===== config.mk =====
export PLATFORM = sky130hd
export DESIGN_NAME = interval_sequencer
export DESIGN_NICKNAME = d
export VERILOG_FILES = /design/src/rtl/interval_sequencer.sv
export SDC_FILE = /design/constraint.sdc
export NUM_CORES = 1
export LEC_CHECK = 0
export ABC_AREA = 0
export CAP_MARGIN = 30
export CORE_MARGIN = 4
export CORE_UTILIZATION = 30
export DETAILED_ROUTE_END_ITERATION = 10
export PLACE_DENSITY = 0.49
export RECOVER_POWER = 50
export SETUP_SLACK_MARGIN = 0.15
export SLEW_MARGIN = 20
export SYNTH_ARGS = -nofsm -noshare
export SYNTH_HDL_FRONTEND = slang
export SYNTH_SLANG_ARGS = --single-unit

===== constraint.sdc =====
create_clock -name CLOCK_50 -period 6.27 [get_ports CLOCK_50]
set_clock_uncertainty 0.1 [all_clocks]
set_input_delay 0.627 -clock CLOCK_50 [delete_from_list [all_inputs] [get_ports CLOCK_50]]
set_output_delay 0.627 -clock CLOCK_50 [all_outputs]
set_load 0.005 [all_outputs]

===== src/rtl/interval_sequencer.sv =====
// ---------------------------------------------------------------------------
// interval_sequencer
//
// Sequences a small programmable table of countdown intervals through an
// external countdown datapath. Each table entry holds a seconds digit and a
// minutes digit. For each entry, the sequencer does three things in order:
// it loads the seconds digit, then loads the minutes digit, then lets the
// countdown run until it reports expiry. After the last entry, it either
// loops back to the first entry (repeat_en high) or parks in DONE and
// blinks done_led.
//
// Ports
//   CLOCK_50     in   single clock, rising edge
//   reset        in   synchronous, active-high; clears FSM, counters and table
//   wr_en        in   table write strobe (honoured only in IDLE or DONE)
//   wr_addr[1:0] in   table entry to write
//   wr_sec[3:0]  in   seconds digit to store
//   wr_min[3:0]  in   minutes digit to store
//   start        in   pulse: begin a program (ignored when prog_len == 0)
//   pause        in   pulse: toggle between RUN and PAUSE
//   abort        in   pulse: return to IDLE from any state
//   repeat_en    in   level: loop the program instead of finishing
//                     (the name avoids the reserved word "repeat")
//   prog_len[2:0] in  number of entries to run, clamped to NUM_INT
//   cd_timesup   in   countdown expiry level (only observed in RUN)
//   cd_set_sec   out  one-cycle load strobe for the seconds digit
//   cd_set_min   out  one-cycle load strobe for the minutes digit
//   cd_run       out  countdown enable
//   cd_sec_val[3:0] out  seconds digit of the current entry
//   cd_min_val[3:0] out  minutes digit of the current entry
//   cur_idx[1:0] out  index of the current table entry
//   busy         out  high while a program is in progress
//   done_led     out  blinks while in DONE
//   state[2:0]   out  raw state register
// ---------------------------------------------------------------------------
module interval_sequencer #(
  parameter int NUM_INT      = 4,
  parameter int BLINK_CYCLES = 25000000
) (
  input  logic       CLOCK_50,
  input  logic       reset,
  input  logic       wr_en,
  input  logic [1:0] wr_addr,
  input  logic [3:0] wr_sec,
  input  logic [3:0] wr_min,
  input  logic       start,
  input  logic       pause,
  input  logic       abort,
  input  logic       repeat_en,
  input  logic [2:0] prog_len,
  output logic       cd_set_sec,
  output logic       cd_set_min,
  output logic       cd_run,
  output logic [3:0] cd_sec_val,
  output logic [3:0] cd_min_val,
  input  logic       cd_timesup,
  output logic [1:0] cur_idx,
  output logic       busy,
  output logic       done_led,
  output logic [2:0] state
);

  typedef enum logic [2:0] {
    S_IDLE  = 3'b000,
    S_LDSEC = 3'b001,
    S_LDMIN = 3'b010,
    S_RUN   = 3'b011,
    S_PAUSE = 3'b100,
    S_NEXT  = 3'b101,
    S_DONE  = 3'b110
  } state_e;

  localparam logic [2:0] NUM_INT_L = 3'(NUM_INT);

  // The blink counter only needs to hold BLINK_CYCLES-1, so size it for that.
  localparam int BW = (BLINK_CYCLES > 1) ? $clog2(BLINK_CYCLES) : 1;
  localparam logic [BW-1:0] BLINK_RELOAD = BW'(BLINK_CYCLES - 1);

  state_e        state_q, state_d;
  logic [1:0]    idx_q, idx_d;
  logic [2:0]    len_q, len_d;
  logic [BW-1:0] blink_cnt_q;
  logic          led_q;
  logic          set_sec_q, set_min_q, run_q, busy_q;
  logic [7:0]    tbl_q [NUM_INT];

  logic          start_ok;
  logic [2:0]    len_clamped;
  logic          more_entries;
  logic          wr_allowed;

  assign start_ok     = start && (prog_len != 3'd0);
  assign len_clamped  = (prog_len > NUM_INT_L) ? NUM_INT_L : prog_len;
  assign more_entries = (({1'b0, idx_q} + 3'd1) < len_q);
  assign wr_allowed   = wr_en && ((state_q == S_IDLE) || (state_q == S_DONE))
                        && (int'(wr_addr) < NUM_INT);

  // Next-state logic. Priority: abort, then the per-state rules, where
  // cd_timesup is tested before pause inside RUN.
  always_comb begin
    state_d = state_q;
    idx_d   = idx_q;
    len_d   = len_q;
    if (abort) begin
      state_d = S_IDLE;
      idx_d   = 2'd0;
    end else begin
      case (state_q)
        S_IDLE, S_DONE: begin
          if (start_ok) begin
            state_d = S_LDSEC;
            idx_d   = 2'd0;
            len_d   = len_clamped;
          end
        end
        S_LDSEC: state_d = S_LDMIN;
        S_LDMIN: state_d = S_RUN;
        S_RUN: begin
          if (cd_timesup) begin
            state_d = S_NEXT;
          end else if (pause) begin
            state_d = S_PAUSE;
          end
        end
        S_PAUSE: begin
          if (pause) begin
            state_d = S_RUN;
          end
        end
        S_NEXT: begin
          if (more_entries) begin
            idx_d   = idx_q + 2'd1;
            state_d = S_LDSEC;
          end else if (repeat_en) begin
            idx_d   = 2'd0;
            state_d = S_LDSEC;
          end else begin
            state_d = S_DONE;
          end
        end
        default: begin
          state_d = S_IDLE;
          idx_d   = 2'd0;
        end
      endcase
    end
  end

  // State register, registered outputs, blink timer and interval table.
  always_ff @(posedge CLOCK_50) begin
    if (reset) begin
      state_q     <= S_IDLE;
      idx_q       <= 2'd0;
      len_q       <= 3'd0;
      blink_cnt_q <= '0;
      led_q       <= 1'b0;
      set_sec_q   <= 1'b0;
      set_min_q   <= 1'b0;
      run_q       <= 1'b0;
      busy_q      <= 1'b0;
      for (int i = 0; i < NUM_INT; i++) begin
        tbl_q[i] <= 8'd0;
      end
    end else begin
      state_q   <= state_d;
      idx_q     <= idx_d;
      len_q     <= len_d;
      // Outputs are decoded from the next state so they line up with state_q.
      set_sec_q <= (state_d == S_LDSEC);
      set_min_q <= (state_d == S_LDMIN);
      run_q     <= (state_d == S_RUN);
      busy_q    <= (state_d == S_LDSEC) || (state_d == S_LDMIN) ||
                   (state_d == S_RUN)   || (state_d == S_PAUSE) ||
                   (state_d == S_NEXT);

      // The LED is dark on the DONE entry cycle. On the cycle after entry it
      // lights, because the counter starts at zero. After that it flips every
      // BLINK_CYCLES cycles.
      if (state_d == S_DONE) begin
        if (state_q != S_DONE) begin
          blink_cnt_q <= '0;
          led_q       <= 1'b0;
        end else if (blink_cnt_q == '0) begin
          blink_cnt_q <= BLINK_RELOAD;
          led_q       <= ~led_q;
        end else begin
          blink_cnt_q <= blink_cnt_q - 1'b1;
        end
      end else begin
        blink_cnt_q <= '0;
        led_q       <= 1'b0;
      end

      // A write that coincides with start in IDLE lands before LDSEC reads.
      if (wr_allowed) begin
        tbl_q[wr_addr] <= {wr_min, wr_sec};
      end
    end
  end

  assign cd_set_sec = set_sec_q;
  assign cd_set_min = set_min_q;
  assign cd_run     = run_q;
  assign busy       = busy_q;
  assign done_led   = led_q;
  assign cur_idx    = idx_q;
  assign state      = state_q;
  assign cd_sec_val = tbl_q[idx_q][3:0];
  assign cd_min_val = tbl_q[idx_q][7:4];

endmodule


==> results of run 1 <==
[stage by stage]
stage	utilization (%)	instance area, um^2	worst slack, ns	hold WS [ns]	power [mW]
2_1_floorplan	-	3280	3.87	0.324	0.544
3_3_place_gp	35.9	3760	3.00	0.348	0.577
3_5_place_dp	35.9	3760	2.79	0.351	0.577
4_1_cts	37.5	3930	3.00	0.362	0.904
5_1_grt	37.5	3920	2.66	0.407	0.930
6_report	37.5	3920	2.99	0.354	0.884
[state kept, by name, indices dropped and copies added, names as in the netlist, named ones only]
name,count
busy,1
cd_run,1
cd_set_sec,1
cd_set_min,1
state,3
done_led,1
blink_cnt_q,25
len_q,3
cur_idx,2
tbl_q,32
[synth_stat cells, types with 2 or more instances]
| library cell | count |
|---|---|
| edfxtp_1 | 32 |
| nand2b_1 | 2 |
| or4_4 | 2 |
| o41ai_1 | 2 |
| a31oi_1 | 4 |
| xor2_1 | 6 |
| ha_1 | 4 |
| a21oi_1 | 14 |
| nand3_1 | 2 |
| inv_1 | 8 |
| or4_1 | 3 |
| mux4_2 | 8 |
| nor4_1 | 4 |
| xnor2_1 | 11 |
| nor2_1 | 27 |
| o32ai_1 | 2 |
| or2_2 | 3 |
| mux2i_1 | 3 |
| or3_2 | 3 |
| or3_1 | 2 |
| nor2b_1 | 8 |
| nor3_1 | 13 |
| dfxtp_1 | 40 |
| clkbuf_1 | 9 |
| nor3b_1 | 3 |
| o21ai_0 | 6 |
| a31o_2 | 2 |
| buf_1 | 2 |
| and2_1 | 34 |
| buf_2 | 2 |
| nand2_1 | 14 |
| o31ai_1 | 2 |
[worst paths after layout]
path,slack [ns],to,start
worst min register to register,0.35,blink_cnt_q[0],blink_cnt_q[0]
worst max-delay path,2.99,tbl_q[0][0],state[1]
worst min-delay path,0.35,blink_cnt_q[0],blink_cnt_q[0]
worst max register to register,2.99,tbl_q[0][0],state[1]
[per-layer routing]
metal	vias to the layer above	wire length [um]
met3	12	238
li1	1126	-
met2	42	3200
met4	0	138
met5	-	0
met1	1063	3360
[area by class of cell]
type                       count  area (um^2)
tap                          136          170
timing repair buffer          38          380
sequential                    72         1760
clock inverter                 7         46.3
fill                        1072         6540
multi-input combinational    202         1410
clock buffer                   9          124
inverter                       8         30.0
[kinds of logic after synthesis]
group	Yosys count	synth area share (%)
buffers and inverters	23	3.06
xor gates and xnor gates	18	5.04
AOI/OAI and AO/OA	42	8.52
adders and majority gates	4	1.53
and+or+nand+nor	127	21.7
DFF	72	53.8
muxes	11	6.42
[where the power goes]
group          internal (mW)  switching (mW)  leakage, nW
clock network          0.142           0.178       0.0808
logic                 0.0290          0.0259        0.818
registers              0.503         0.00571        0.658
total                  0.675           0.210         1.56
==> summary.md, run 1 <==
| Metric | Value |
|---|---|
| Busiest grt layer | `met2` |
| Dpl cells | `456` |
| Die height | `112 um` |
| Synthesized instance count | `297` |
| Leakage power | `1.56 nW` |
| Commonest non-fill, non-tap cells in the layout | `40 x dfxtp_1, 32 x edfxtp_1, 27 x nor2_1, 26 x and2_1, 26 x clkdlybuf4s50_1` |
| Fraction of synthesis flops using an asynchronous set or reset pin | `0%` |
| First-pass DRT Iterations | `4` |
| Number of synthesized flops with an enable pin | `32` |
| Post-synthesis register bit count | `72` |
| ANT cells | `0` |
| # rows | `37` |
| Port Buf Inserts | `38` |
| Netlist Area Pre-Place | `3280 um^2` |
| Via/cell ratio | `4.75` |
| Syn nets | `322` |
| Area Overhead vs Synth | `19.7%` |
| Delay-heaviest family, CP | `simple AND/OR/NAND/NOR gates` |
| Achievable Freq | `0.305 GHz` |
| Worst-path fanout max | `12` |
| First-pass GRT wire length | `11300 um` |
| Antenna violations before repair | `0` |
| Insertion delay to the later sink of the worst-skew pair | `0.35 ns` |
| Synth area leader | `edfxtp_1` |
| CTS H-Tree Depth | `3` |
| WP buf/inv | `0` |
| Critical Path RT | `6.22 ns` |
| Core area | `10500 um^2` |
| Setup crit end kind | `flop` |
| CTS sink count | `72` |
| Vias in the first global route | `2186` |
| Initial Utilization | `31.3%` |
| Warnings from Yosys | `0` |
| Final setup viols | `0` |
| Max Cap Viol | `0` |
| Crit path kind | `flop to flop` |
| Status | `finished clean` |
| Hpwl dp | `4900 um` |
| M1 GR Usage | `15.4%` |
| Hold WC Path Type | `flop to flop` |
| Cts repair resizes | `0` |
| Final net count | `356` |
| Final non-filler cell total | `472` |
| Fin crit period | `3.28 ns` |
| GR Layer Usage met3 | `2.86%` |
| Commonest non-fill, non-tap cell in the layout | `dfxtp_1` |
| P per Cell Area | `225 nW/um^2` |
| Grt met2 use | `17.5%` |
| DR iter-0 viols | `65` |
| GPL Wtd Cong | `0.771` |
| DIE AREA | `12700 um^2` |
| Layout cells sized above 1 | `9.82%` |
| Hold-fix buffers at CTS | `0` |
| Fin crit share | `52.4%` |
| I/O pins | `39` |
| Final Hold Vio Count | `0` |
| DRC Markers | `0` |
| FF-to-FF path depth | `5` |
| Mean Syn Cell Area | `11.0 um^2` |
| Fin Setup TNS | `0 ns` |
| Worst-path cell chain | `xor2_1 > nor3b_1 > nor2b_1 > nor3b_1 > or2_2` |
| Post-synth top flop | `dfxtp_1` |
| Reg clk slew, reported paths | `0.08 ns` |
| WHS Path Cells | `1` |
| Data arrival time of the critical path | `3.23 ns` |
| Post-CTS setup buffers | `0` |
| DRT Wirelength | `6940 um` |
| Worst Tran Pin Value | `0.841 ns` |
| Cell variety after synth | `52` |
| CTS tree | `yes` |
| Largest net degree at the start of global routing | `20` |
| Die W | `112 um` |
| Final ANT Viol Nets | `0` |
| Max stage delay on crit path | `0.76 ns` |
| Worst Setup Start Kind | `flop` |
| Synth top area share | `29.3%` |
| Grt ovf | `0` |
| GRT Total Usage | `11.5%` |
| Sequential element share of the synthesized area | `53.8%` |
| Top cells by area, synth | `edfxtp_1 29%, dfxtp_1 24%, and2_1 6.5%` |
| CTS buffer count | `9` |
| Cell repeated most along the worst path | `nor3b_1` |
| RSZ-0062 raised after global routing | `no` |
| Max-slew violation count | `0` |
| Worst path depth | `5` |
| Root buffer cell | `clkbuf_8` |
| Relative slew slack | `43.8%` |
| Max IR drop VDD | `0.109 mV` |
| CP max-delay cell | `nor3b_1` |
| DR WL/cell | `14.7 um` |
| Routed via count | `2243` |
| CTS Buffer Depth | `2` |
No activity file was read; power rests on OpenSTA's default activity.
==> run 2, diff against run 1 <==
- PLACE_DENSITY: 0.49 -> 0.51
- clock period: 6.27 -> 2.8 ns (I/O delays scaled with it)
==> summary.md, run 2 (same netlist as run 1, synthesis figures left out) <==
| Metric | Value |
|---|---|
| Status | `finished clean` |
| Max Cap Viol | `0` |
| Hold-fix buffers at CTS | `0` |
| DRT Wirelength | `7020 um` |
| Data arrival time of the critical path | `2.60 ns` |
| Commonest non-fill, non-tap cells in the layout | `40 x dfxtp_1, 32 x edfxtp_1, 29 x clkdlybuf4s50_1, 27 x nor2_1, 20 x and2_1` |
| # rows | `37` |
| Max-slew violation count | `0` |
| Port Buf Inserts | `38` |
| ANT cells | `0` |
| Max IR drop VDD | `0.324 mV` |
| GPL Wtd Cong | `0.790` |
| Reg clk slew, reported paths | `0.07 ns` |
| DIE AREA | `12700 um^2` |
| Die W | `112 um` |
| Placed Area | `3850 um^2` |
| WHS | `0.351 ns` |
| Initial Utilization | `31.3%` |
| Sw frac | `20.9%` |
| Top Registers | `tbl_q (32), blink_cnt_q (25)` |
| CTS buffer count | `9` |
| P_sw | `0.473 mW` |
| Fin Setup TNS | `0 ns` |
| Cts repair resizes | `0` |
| Antenna violations before repair | `0` |
| GRT Total Usage | `11.8%` |
| Fin crit period | `2.48 ns` |
| Routed via count | `2289` |
| Insertion delay to the later sink of the worst-skew pair | `0.35 ns` |
| Area Overhead vs Synth | `23.9%` |
| Vias in the first global route | `2235` |
| CTS sink count | `72` |
| First-pass DRT Iterations | `4` |
| Worst Tran Pin Value | `0.833 ns` |
| I/O pins | `39` |
| Worst reg2reg path endpoint | `blink_cnt_q[6]` |
| CTS H-Tree Depth | `3` |
| DR WL met2 | `3480 um` |
| CTS tree | `yes` |
| First-pass GRT wire length | `11700 um` |
| Post-CTS setup buffers | `0` |
| Hpwl dp | `4980 um` |
| RSZ-0062 raised after global routing | `no` |
| Max Used Layer | `met4` |
| CP Launch Point | `blink_cnt_q[17]` |
| Worst setup path endpoint | `blink_cnt_q[6]` |
| Worst Setup Slack, final | `0.324 ns` |
| Via/cell ratio | `4.73` |
| Worst r2r src | `blink_cnt_q[17]` |
| FF-to-FF path depth | `5` |
| CTS Buffer Depth | `2` |
| Worst Setup Start Kind | `flop` |
| DRC Markers | `0` |
| Leakage power | `1.61 nW` |
| P per Cell Area | `558 nW/um^2` |
| Commonest non-fill, non-tap cell in the layout | `dfxtp_1` |
| Max FFs per register | `32` |
| Post-route design area | `4060 um^2` |
| Fin crit share | `88.4%` |
| Achievable Freq | `0.404 GHz` |
| Grt ovf | `0` |
| Met3 WL | `335 um` |
| Core area | `10500 um^2` |
| Routed metal-1 wirelength | `3140 um` |
| Pre-CTS setup slack | `0.326 ns` |
| Die height | `112 um` |
| DR iter-0 viols | `103` |
| R2R setup slack | `0.32 ns` |
| Final ANT Viol Nets | `0` |
| Largest net degree at the start of global routing | `20` |
| Final net count | `368` |
| Critical Path RT | `2.92 ns` |
| Biggest register | `tbl_q` |
| Pint | `1.79 mW` |
| Setup crit end kind | `flop` |
| Root buffer cell | `clkbuf_8` |
| Final setup viols | `0` |
| Clk pwr share | `44.1%` |
| Flop pwr share | `50.2%` |
| Comb pwr share | `5.7%` |
| Worst-path fanout max | `8` |
| Crit path kind | `flop to flop` |
| Hold WC Path Type | `flop to flop` |
| Final Hold Vio Count | `0` |
| Relative slew slack | `44.4%` |
| DR WL/cell | `14.5 um` |
| Layout cells sized above 1 | `11.2%` |
run 2: cell count changes in the layout (fill, tap and decap cells not counted):
| cell | change |
|---|---|
| clkbuf_1 | +9 |
| and2_0 | +6 |
| and2_1 | -6 |
| buf_4 | +4 |
| bufinv_16 | +3 |
| clkdlybuf4s50_1 | +3 |
| dlygate4sd3_1 | -3 |
| clkinv_1 | -2 |
| clkinvlp_2 | -1 |
| clkinvlp_4 | -1 |
| or4_1 | -1 |
| or4_4 | +1 |
run 2: final cells by class:
class                      count  area, um^2
fill                        1041        6400
inverter                       8        30.0
tap                          136         170
sequential                    72        1760
clock inverter                 6         116
clock buffer                  10         128
multi-input combinational    202        1410
timing repair buffer          50         440
run 2: how the worst min path moves through the flow:
stage	from	end	slack [ns]	cells past startpoint
after global placement	blink_cnt_q[0]	blink_cnt_q[0]	0.34	1
after CTS	blink_cnt_q[0]	blink_cnt_q[0]	0.36	1
final	blink_cnt_q[0]	blink_cnt_q[0]	0.35	1
after detailed placement	blink_cnt_q[0]	blink_cnt_q[0]	0.35	1
after global routing	blink_cnt_q[0]	blink_cnt_q[0]	0.38	1
after floorplan	blink_cnt_q[0]	blink_cnt_q[0]	0.32	1
run 2: metrics by stage:
stage               instances  util (%)  power (mW)
finish                    484      38.8        2.27
global route              484      38.8        2.36
CTS                       484      39.1        2.31
detailed placement        468      36.8        1.30
global placement          468      36.8        1.29
floorplan                 297         -        1.22
run 2: per-layer routing:
metal,track usage [%],up-vias
met5,0,-
met2,19.7,40
li1,-,1155
met1,14.6,1086
met4,2.88,0
met3,4.15,8
run 2: power by group through the flow:
stage	logic (mW)	clock network (mW)	registers [mW]
after floorplan	0.0611	0	1.16
after global placement	0.135	0	1.16
after detailed placement	0.136	0	1.16
after CTS	0.137	1.03	1.14
after global routing	0.143	1.08	1.14
final	0.129	1.00	1.14
run 2: worst max-delay path: stages, from the launching register on:
cell	delay, ns
dfxtp_1	0.34
or4_1	0.63
or4_4	0.47
or4_4	0.42
or2b_1	0.32
nor2_1	0.08
